$ cat src/rtl/jtag_host_ctrl.sv
// jtag_host_ctrl: JTAG TAP driver that runs one scan command at a time.
// It generates TCK/TMS/TDI from clk and returns the captured TDO over valid/ready.
module jtag_host_ctrl #(
   parameter int CLK_DIV = 4,
   parameter int MAX_LEN = 64,
   localparam int LEN_W = $clog2(MAX_LEN + 1)
) (
   input  logic               clk,
   input  logic               rst,
   input  logic               cmd_valid,
   output logic               cmd_ready,
   input  logic [1:0]         cmd_op,
   input  logic [LEN_W-1:0]   cmd_len,
   input  logic [MAX_LEN-1:0] cmd_tdi,
   output logic               rsp_valid,
   input  logic               rsp_ready,
   output logic [MAX_LEN-1:0] rsp_tdo,
   output logic               jtag_trstn,
   output logic               jtag_tck,
   output logic               jtag_tms,
   output logic               jtag_tdi,
   input  logic               jtag_tdo
);
   localparam int IW = LEN_W > 3 ? LEN_W : 3;
   localparam int CW = $clog2(2 * CLK_DIV);
   localparam logic [CW-1:0] C_RISE = CW'(CLK_DIV - 1);
   localparam logic [CW-1:0] C_LAST = CW'(2 * CLK_DIV - 1);

   typedef enum logic [2:0] {INIT, IDLE, PRE, SHIFT, POST, RUN, RSP} state_t;

   state_t state, state_n, cur_nxt, emit_s;
   logic [CW-1:0] cnt, cnt_n;
   logic [IW-1:0] idx, idx_n, len, len_n, len_c, cur_cnt, emit_i;
   logic [1:0] op, op_n;
   logic [MAX_LEN-1:0] tdi_sh, tdi_sh_n, rsp_tdo_n;
   logic cmd_ready_n, rsp_valid_n, tck_n, tms_n, tdi_n, emit_tms;

   assign len_c = cmd_len > LEN_W'(MAX_LEN) ? IW'(MAX_LEN) : IW'(cmd_len);

   // At each pulse boundary either the current phase emits its next pulse, or
   // it hands over to its successor, which emits its first pulse on the same edge.
   always_comb begin
      cur_cnt = state == INIT ? IW'(6) : state == PRE ? (op[0] ? IW'(4) : IW'(3)) :
                state == POST ? IW'(2) : (state == SHIFT || state == RUN) ? len : '0;
      cur_nxt = state == PRE ? SHIFT : state == SHIFT ? POST :
                (state == INIT && op != 2'd2) ? IDLE : RSP;
      emit_s = idx < cur_cnt ? state : cur_nxt;
      emit_i = idx < cur_cnt ? idx : '0;
      emit_tms = emit_s == INIT ? emit_i < IW'(5) :
                 emit_s == PRE ? (op[0] ? emit_i < IW'(2) : emit_i == '0) :
                 emit_s == SHIFT ? emit_i == len - 1'b1 :
                 emit_s == POST ? emit_i == '0 : 1'b0;
      state_n = state;
      cnt_n = cnt == C_LAST ? '0 : cnt + 1'b1;
      idx_n = idx;
      len_n = len;
      op_n = op;
      tdi_sh_n = tdi_sh;
      rsp_tdo_n = rsp_tdo;
      cmd_ready_n = cmd_ready;
      rsp_valid_n = rsp_valid;
      tck_n = jtag_tck;
      tms_n = jtag_tms;
      tdi_n = jtag_tdi;
      if (state == IDLE) begin
         if (cmd_valid) begin
            state_n = cmd_op == 2'd2 ? INIT : (cmd_op == 2'd3 || len_c == '0) ? RUN : PRE;
            cnt_n = C_LAST;
            idx_n = '0;
            len_n = len_c;
            op_n = cmd_op;
            tdi_sh_n = cmd_tdi;
            rsp_tdo_n = '0;
            cmd_ready_n = 1'b0;
         end
      end else if (state == RSP) begin
         if (rsp_ready) begin
            state_n = IDLE;
            rsp_valid_n = 1'b0;
            cmd_ready_n = 1'b1;
         end
      end else if (cnt == C_RISE) begin
         tck_n = 1'b1;
         if (state == SHIFT) rsp_tdo_n = rsp_tdo | (MAX_LEN'(jtag_tdo) << (idx - 1'b1));
      end else if (cnt == C_LAST) begin
         tck_n = 1'b0;
         state_n = emit_s;
         idx_n = emit_i + 1'b1;
         tms_n = emit_tms;
         tdi_n = emit_s == SHIFT && tdi_sh[0];
         if (emit_s == SHIFT) tdi_sh_n = tdi_sh >> 1;
         if (emit_s == RSP) rsp_valid_n = 1'b1;
         if (emit_s == IDLE) cmd_ready_n = 1'b1;
      end
   end

   always_ff @(posedge clk) begin
      if (rst) begin
         state <= INIT;
         cnt <= C_LAST;
         idx <= '0;
         len <= '0;
         op <= '0;
         tdi_sh <= '0;
         rsp_tdo <= '0;
         cmd_ready <= 1'b0;
         rsp_valid <= 1'b0;
         jtag_trstn <= 1'b0;
         jtag_tck <= 1'b0;
         jtag_tms <= 1'b1;
         jtag_tdi <= 1'b0;
      end else begin
         state <= state_n;
         cnt <= cnt_n;
         idx <= idx_n;
         len <= len_n;
         op <= op_n;
         tdi_sh <= tdi_sh_n;
         rsp_tdo <= rsp_tdo_n;
         cmd_ready <= cmd_ready_n;
         rsp_valid <= rsp_valid_n;
         jtag_trstn <= 1'b1;
         jtag_tck <= tck_n;
         jtag_tms <= tms_n;
         jtag_tdi <= tdi_n;
      end
   end
endmodule
$ cat config.mk
export PLATFORM = sky130hd
export DESIGN_NAME = jtag_host_ctrl
export DESIGN_NICKNAME = d
export VERILOG_FILES = /design/src/rtl/jtag_host_ctrl.sv
export SDC_FILE = /design/constraint.sdc
export NUM_CORES = 1
export LEC_CHECK = 0
export BUFFER_PORTS_ARGS = -buffer_cell sky130_fd_sc_hd__buf_2
export CORE_ASPECT_RATIO = 0.75
export CORE_MARGIN = 2
export CORE_UTILIZATION = 59
export CTS_CLUSTER_DIAMETER = 200
export CTS_CLUSTER_SIZE = 16
export DETAILED_ROUTE_END_ITERATION = 8
export PLACE_DENSITY_LB_ADDON = 0.12
export SYNTH_ARGS = -nofsm -noshare
export SYNTH_HDL_FRONTEND = slang
export SYNTH_SLANG_ARGS = --single-unit
$ cat constraint.sdc
create_clock -name clk -period 10.03 [get_ports clk]
set_input_delay 0.5015 -clock clk [delete_from_list [all_inputs] [get_ports clk]]
set_output_delay 0.5015 -clock clk [all_outputs]
set_load 0.01 [all_outputs]
==> results.cfg, run 1 <==
[synth]
ys_ff_latch = 156
synth_xor_area_share_pct = 1.83
synth_compound_area_share_pct = 19.9
yosys_warnings = 0
synthTopCellsByArea = dfxtp_1 (45%), mux2i_1 (9.3%), nor2_1 (9.2%)
synth_top_area_share_pct = 44.8
synthAdderAreaFrac_pct = 2.33
synth.distinct_cells = 56
yosysTopAreaCell = dfxtp_1
synth-edff-count = 0
ys_dominant_reg_cell = dfxtp_1
synth_top_family_by_area = compound AO/OA/AOI/OAI gates
syn_avg_cell_area_um2 = 8.56
async_flop_share_pct = 0
netlist_area_um2 = 6970
synthMuxAreaShare_pct = 9.50
synthSimpleGateAreaFrac_pct = 17.6
synth_nets = 905
ys_seq_area_share_pct = 44.8
netlist_instances = 814

[clock_tree]
cts.sinks = 156
clk_latency_ns = 0.43
cts_resized = 0
cts_max_level = 4
numCtsBuffers = 17
holdBufCountCts = 0
post-cts-setup-buffers = 0
clk_pin_slew_worst_paths_ns = 0.07
clock-root-buffer = clkbuf_16
cts_tree = built
clockBufferDepth = 2

[global_routing]
gr-max-usage-layer = met2
grt_pass1_wl_um = 29200
grtUsageMet3_pct = 8.22
grtUsageTotal_pct = 28.7
use_met2_pct = 42.5
grt_max_degree = 128
antenna_found_initial = 0
grt_pass1_vias = 5921
use_met1_pct = 39.7
globalRouteOverflowTotal = 0

[worst_hold_path]
whs_path_depth = 2
holdCritPathClass = primary input to register

[timing]
setup_tns_ns = 0
fin_crit_ns = 4.65
relSlewSlack_pct = 18.9
setup_ws_ns = 5.38
timing.final.hold_violations = 0
max_freq_mhz = 215
setup_viol = 0
drv_slew = 0
worst_slew_pin_slew_ns = 1.21
period_share_pct = 46.3
fin_skew_ns = 0.0121
rsz0062_at_grt = false

[routing]
vias = 6378
vias_per_cell = 5.80
drc_errors = 0
first_pass_iters = 4
wirelength_um = 17900
route.detailed.wl_per_inst_um = 16.2
dr.first_iter.drc_count = 453
antenna_left = 0

[cells_and_area]
regArea_um2 = 3120
multi_input_area_um2 = 3600
nFillCells = 907
nNetsFinal = 1016
final_layout_size_suffix_gt1_share_pct = 20.7
area_delta_synth_final_pct = 19.5
diodes = 0

[power_and_ir_drop]
power_density_nw_per_um2 = 240
p_leak_nw = 3.23
peakVddDrop_mv = 0.167

[critical_path]
end_kind = register
rrSetupSlack_ns = 5.38
crit_type = register to register
critPathMaxFanout = 127
worst_ep_required_time_ns = 10.36
rr_worst_depth = 11
crit_arrival_ns = 4.98
cp-start-kind = register

[die]
die_w_um = 129
start_util_pct = 60.2
coreArea_um2 = 11600
io-pin-count = 148
rows = 34
dieArea_um2 = 12700
die_h_um = 98.1

[place]
io_buffers = 147
dpl_worst_slack_ns = 5.44
dp_hpwl_um = 12000
routabilityCongestion = 0.892

[flow_run]
drv_cap = 0

[run_status]
status = complete, no violations
report_power, final:
| group | internal [W] | switching, W | leakage [nW] |
|---|---|---|---|
| clock network | 0.000335 | 0.000303 | 0.290 |
| logic | 0.000232 | 0.000355 | 1.68 |
| registers | 0.000706 | 0.0000713 | 1.26 |
| total | 0.00127 | 0.000729 | 3.23 |
sequential cells by signal, summed over array words and instances (netlist names):
| name | flops |
|---|---|
| cmd_ready | 1 |
| cnt | 3 |
| idx | 7 |
| jtag_tck | 1 |
| jtag_tdi | 1 |
| jtag_tms | 1 |
| jtag_trstn | 1 |
| len | 7 |
| op | 2 |
| rsp_tdo | 64 |
| rsp_valid | 1 |
| state | 3 |
| tdi_sh | 64 |
routing by layer:
metal  up-vias  wire length (µm)  share of wire (%)
li1       3125                 -                  -
met1      2979              8200                 46
met2       240              7870                 44
met3        34              1460                8.2
met4         0               343                1.9
met5         -                 0                  0
logic make-up after synthesis:
group,count (synthesis)
XOR/XNOR,13
multiplexers,66
AO/OA/AOI/OAI,215
buffers and inverters,70
flip-flops,156
adder cells (fa/ha/maj),13
AND/OR/NAND/NOR,281
through the flow:
stage               instances  total power, W  util, %  hold slack, ns  instance area [µm²]
global placement         1068         0.00134     66.8           0.432                 7730
finish                   1100         0.00200     72.0           0.292                 8330
CTS                      1100         0.00200     72.0           0.283                 8330
floorplan                 814         0.00123        -           0.418                 6970
detailed placement       1068         0.00137     66.8           0.449                 7730
global route             1100         0.00212     72.0           0.314                 8330
placed cells by master, fill, tap and decap left out, drive strengths merged, types with 3 or more instances in the layout:
cell type	count
nand2	40
a211oi	71
buf	150
nor3b	4
nor3	15
nand2b	7
xnor2	9
nand3	13
mux2i	65
nor4	3
xor2	3
ha	13
o21ai	15
a311oi	5
a22oi	4
clkinv	8
a21o	4
nor2	171
and2	3
a22o	3
or4	3
nor2b	6
a31oi	6
inv	18
dfxtp	156
clkbuf	17
a21oi	90
and3	4
worst paths after layout:
| path | from | to |
|---|---|---|
| setup / recovery | state[0] | tdi_sh[10] |
| setup reg to reg | state[0] | tdi_sh[10] |
| hold reg to reg | jtag_tdi | jtag_tdi |
| hold / removal | rsp_ready | rsp_valid |
Yosys cell counts (all sizes together), types with 3 or more instances:
| cell | count |
|---|---|
| nor3 | 15 |
| a311oi | 5 |
| a21o | 4 |
| and2 | 3 |
| buf | 24 |
| ha | 13 |
| nor2b | 6 |
| mux2i | 65 |
| clkbuf | 34 |
| xnor2 | 9 |
| o21ai | 15 |
| inv | 12 |
| dfxtp | 156 |
| nand3 | 13 |
| nor2 | 171 |
| nand2b | 7 |
| nand2 | 40 |
| a22o | 3 |
| a21oi | 90 |
| a211oi | 71 |
| xor2 | 3 |
| and3 | 4 |
| nor4 | 3 |
| a31oi | 6 |
| nor3b | 4 |
| a22oi | 4 |
| or4 | 3 |
critical path, stage by stage (launching register included):
cell	delay [ns]
dfxtp_1	0.77
inv_1	0.22
a21oi_1	0.35
nand2_1	0.10
ha_1	0.36
nand4_1	0.18
o311ai_2	0.76
nand3_1	0.24
a211oi_4	0.27
buf_4	0.86
nor2_1	0.10
a211oi_1	0.25
final cells by class:
cell class	instances	share of cell area (%)
clock buffers	17	5.11
clock inverters	15	2.09
inverters	12	0.541
multi-input cells	588	43.2
flip-flops and latches	156	37.5
well taps	162	2.43
repair buffers	150	9.10
Note: power is estimated with default switching activity, not from simulation.
==> run 2, diff against run 1 <==
--- a/config.mk
+++ b/config.mk
@@ -8,7 +8,7 @@
 export BUFFER_PORTS_ARGS = -buffer_cell sky130_fd_sc_hd__buf_2
 export CORE_ASPECT_RATIO = 0.75
 export CORE_MARGIN = 2
-export CORE_UTILIZATION = 59
+export CORE_UTILIZATION = 49
 export CTS_CLUSTER_DIAMETER = 200
 export CTS_CLUSTER_SIZE = 16
 export DETAILED_ROUTE_END_ITERATION = 8
==> constraint.sdc (replaced) <==
create_clock -name clk -period 4.23 [get_ports clk]
set_input_delay 0.2115 -clock clk [delete_from_list [all_inputs] [get_ports clk]]
set_output_delay 0.2115 -clock clk [all_outputs]
set_load 0.01 [all_outputs]
==> results.cfg, run 2 (synthesis results as in run 1) <==
[critical_path]
crit_arrival_ns = 3.99
cp-start-kind = register
rr_startpoint = state[1]
slowest_stage = dfxtp_1
cp_cell_sequence = inv_1 > nand2_1 > a21oi_1 > nand2_1 > ha_1 > a21oi_1 > o21a_1 > o311a_1 > o21ai_1 > a211oi_4 > buf_12 > buf_12 > nor2_1 > a211oi_1
end_kind = register
cp_top_family = compound AO/OA/AOI/OAI gates
crit_buf_inv = 3
critPathMaxFanout = 54
worst_ep_required_time_ns = 4.55
rr_worst_depth = 14
rrSetupSlack_ns = 0.56
r2r_end = tdi_sh[39]
critical_path.max_stage_delay_ns = 0.41
crit_type = register to register

[clock_tree]
clk_pin_slew_worst_paths_ns = 0.07
post-cts-setup-buffers = 0
clk_latency_ns = 0.43
clockBufferDepth = 2
cts_tree = built
clock-root-buffer = clkbuf_16
cts.sinks = 156
cts_max_level = 4
numCtsBuffers = 17

[power_and_ir_drop]
total_power_w = 0.00487
swShare_pct = 35.6
p_clk_share_pct = 32.0
power.share.sequential_pct = 37.0
power_density_nw_per_um2 = 569
p_leak_nw = 3.36
internal_power_w = 0.00314
p_sw_w = 0.00174
peakVddDrop_mv = 0.338
comb_power_share_pct = 31.0

[timing]
setup_tns_ns = 0
fin_crit_ns = 3.67
relSlewSlack_pct = 28.3
fin_skew_ns = 0.0107
setup_viol = 0
worst_slew_pin_slew_ns = 1.08
timing.final.hold_violations = 0
period_share_pct = 86.7
setup_ws_ns = 0.561
max_freq_mhz = 273
rsz0062_at_grt = false
drv_slew = 0

[global_routing]
grt_pass1_vias = 6042
grtUsageTotal_pct = 24.8
grtUsageMet3_pct = 8.19
use_met2_pct = 36.4
antenna_found_initial = 1
use_met1_pct = 34.1
grt_pass1_wl_um = 30000
grt_max_degree = 86
globalRouteOverflowTotal = 0
gr-max-usage-layer = met2

[cells_and_area]
diodes = 0
final_layout_size_suffix_gt1_share_pct = 22.3
layout_commonest_cell = nor2_1
fin_util_pct = 62.0
nNetsFinal = 1037
area_delta_synth_final_pct = 22.8
layout_common_cells = nor2_1 (171), dfxtp_1 (156), buf_2 (147)
top_regs = rsp_tdo x64, tdi_sh x64

[routing]
antenna_left = 0
dr.first_iter.drc_count = 446
vias_per_cell = 5.61
route.detailed.wl_per_inst_um = 16.3
drc_errors = 0
vias = 6364
wirelength_um = 18400
first_pass_iters = 5

[die]
rows = 37
io-pin-count = 148
coreArea_um2 = 13800
dieArea_um2 = 15200
die_w_um = 142
start_util_pct = 50.5
die_h_um = 107

[run_status]
status = complete, no violations

[place]
io_buffers = 147
dp_hpwl_um = 12800
routabilityCongestion = 0.899
dpl_worst_slack_ns = 0.642

[worst_hold_path]
min_to = len[0]
whs_path_depth = 3
holdCritPathClass = primary input to register
min_from = cmd_len[0]

[flow_run]
drv_cap = 0
==> run 2: changes by cell type in the layout (fill, tap and decap cells not counted), sizes merged <==
cell	change
buf	+20
clkinv	-4
dlygate4sd3	+1
bufinv	+1
inv	+4
clkinvlp	-1
==> run 2: final cells by class <==
type	count	area, µm²
clock buffers	17	425
flip-flops and latches	156	3120
well taps	175	219
fillers	1215	5240
repair buffers	171	956
inverters	12	45.0
multi-input cells	588	3600
clock inverters	15	188
==> run 2: worst max-delay path by stage <==
stage | start | endpoint | slack [ns] | cells past startpoint
3_5_place_dp | state[1] | tdi_sh[56] | 0.64 | 14
5_1_grt | state[1] | idx[6] | 0.20 | 16
6_report | state[1] | tdi_sh[39] | 0.56 | 14
3_3_place_gp | state[1] | tdi_sh[63] | 0.73 | 14
4_1_cts | state[1] | tdi_sh[39] | 0.61 | 14
2_1_floorplan | state[2] | tdi_sh[23] | 0.82 | 13
==> run 2: worst min-delay path: cells and delay by family <==
kind	cells	cell delay (ns)
simple gates	1	0.04
buf+inv	1	0.09
compound gates	1	0.06
==> run 2: what timing repair did <==
| action | in CTS | in global routing |
|---|---|---|
| gates resized for setup | 0 | 0 |
| hold buffers | 1 | 0 |
| hold endpoints to repair | 1 | 0 |
==> run 2: stage by stage <==
step	hold slack, ns	std cells	area, µm²
3_3_place_gp	0.431	1101	7930
4_1_cts	0.00483	1134	8560
5_1_grt	0.0141	1134	8560
2_1_floorplan	0.286	814	6970
6_report	0.0150	1134	8560
3_5_place_dp	0.436	1101	7930
==> run 2: power groups by stage <==
stage / Clock, W / Combinational [W] / Sequential (W)
after floorplan: 0 / 0.00113 / 0.00179
after global placement: 0 / 0.00145 / 0.00182
after detailed placement: 0 / 0.00149 / 0.00183
after CTS: 0.00159 / 0.00150 / 0.00180
after global routing: 0.00164 / 0.00169 / 0.00183
final: 0.00156 / 0.00151 / 0.00180
==> run 2: per-layer routing <==
| layer | up-vias | wire, µm |
|---|---|---|
| li1 | 3170 | - |
| met1 | 2966 | 8630 |
| met2 | 208 | 7950 |
| met3 | 20 | 1610 |
| met4 | 0 | 250 |
| met5 | - | 0 |
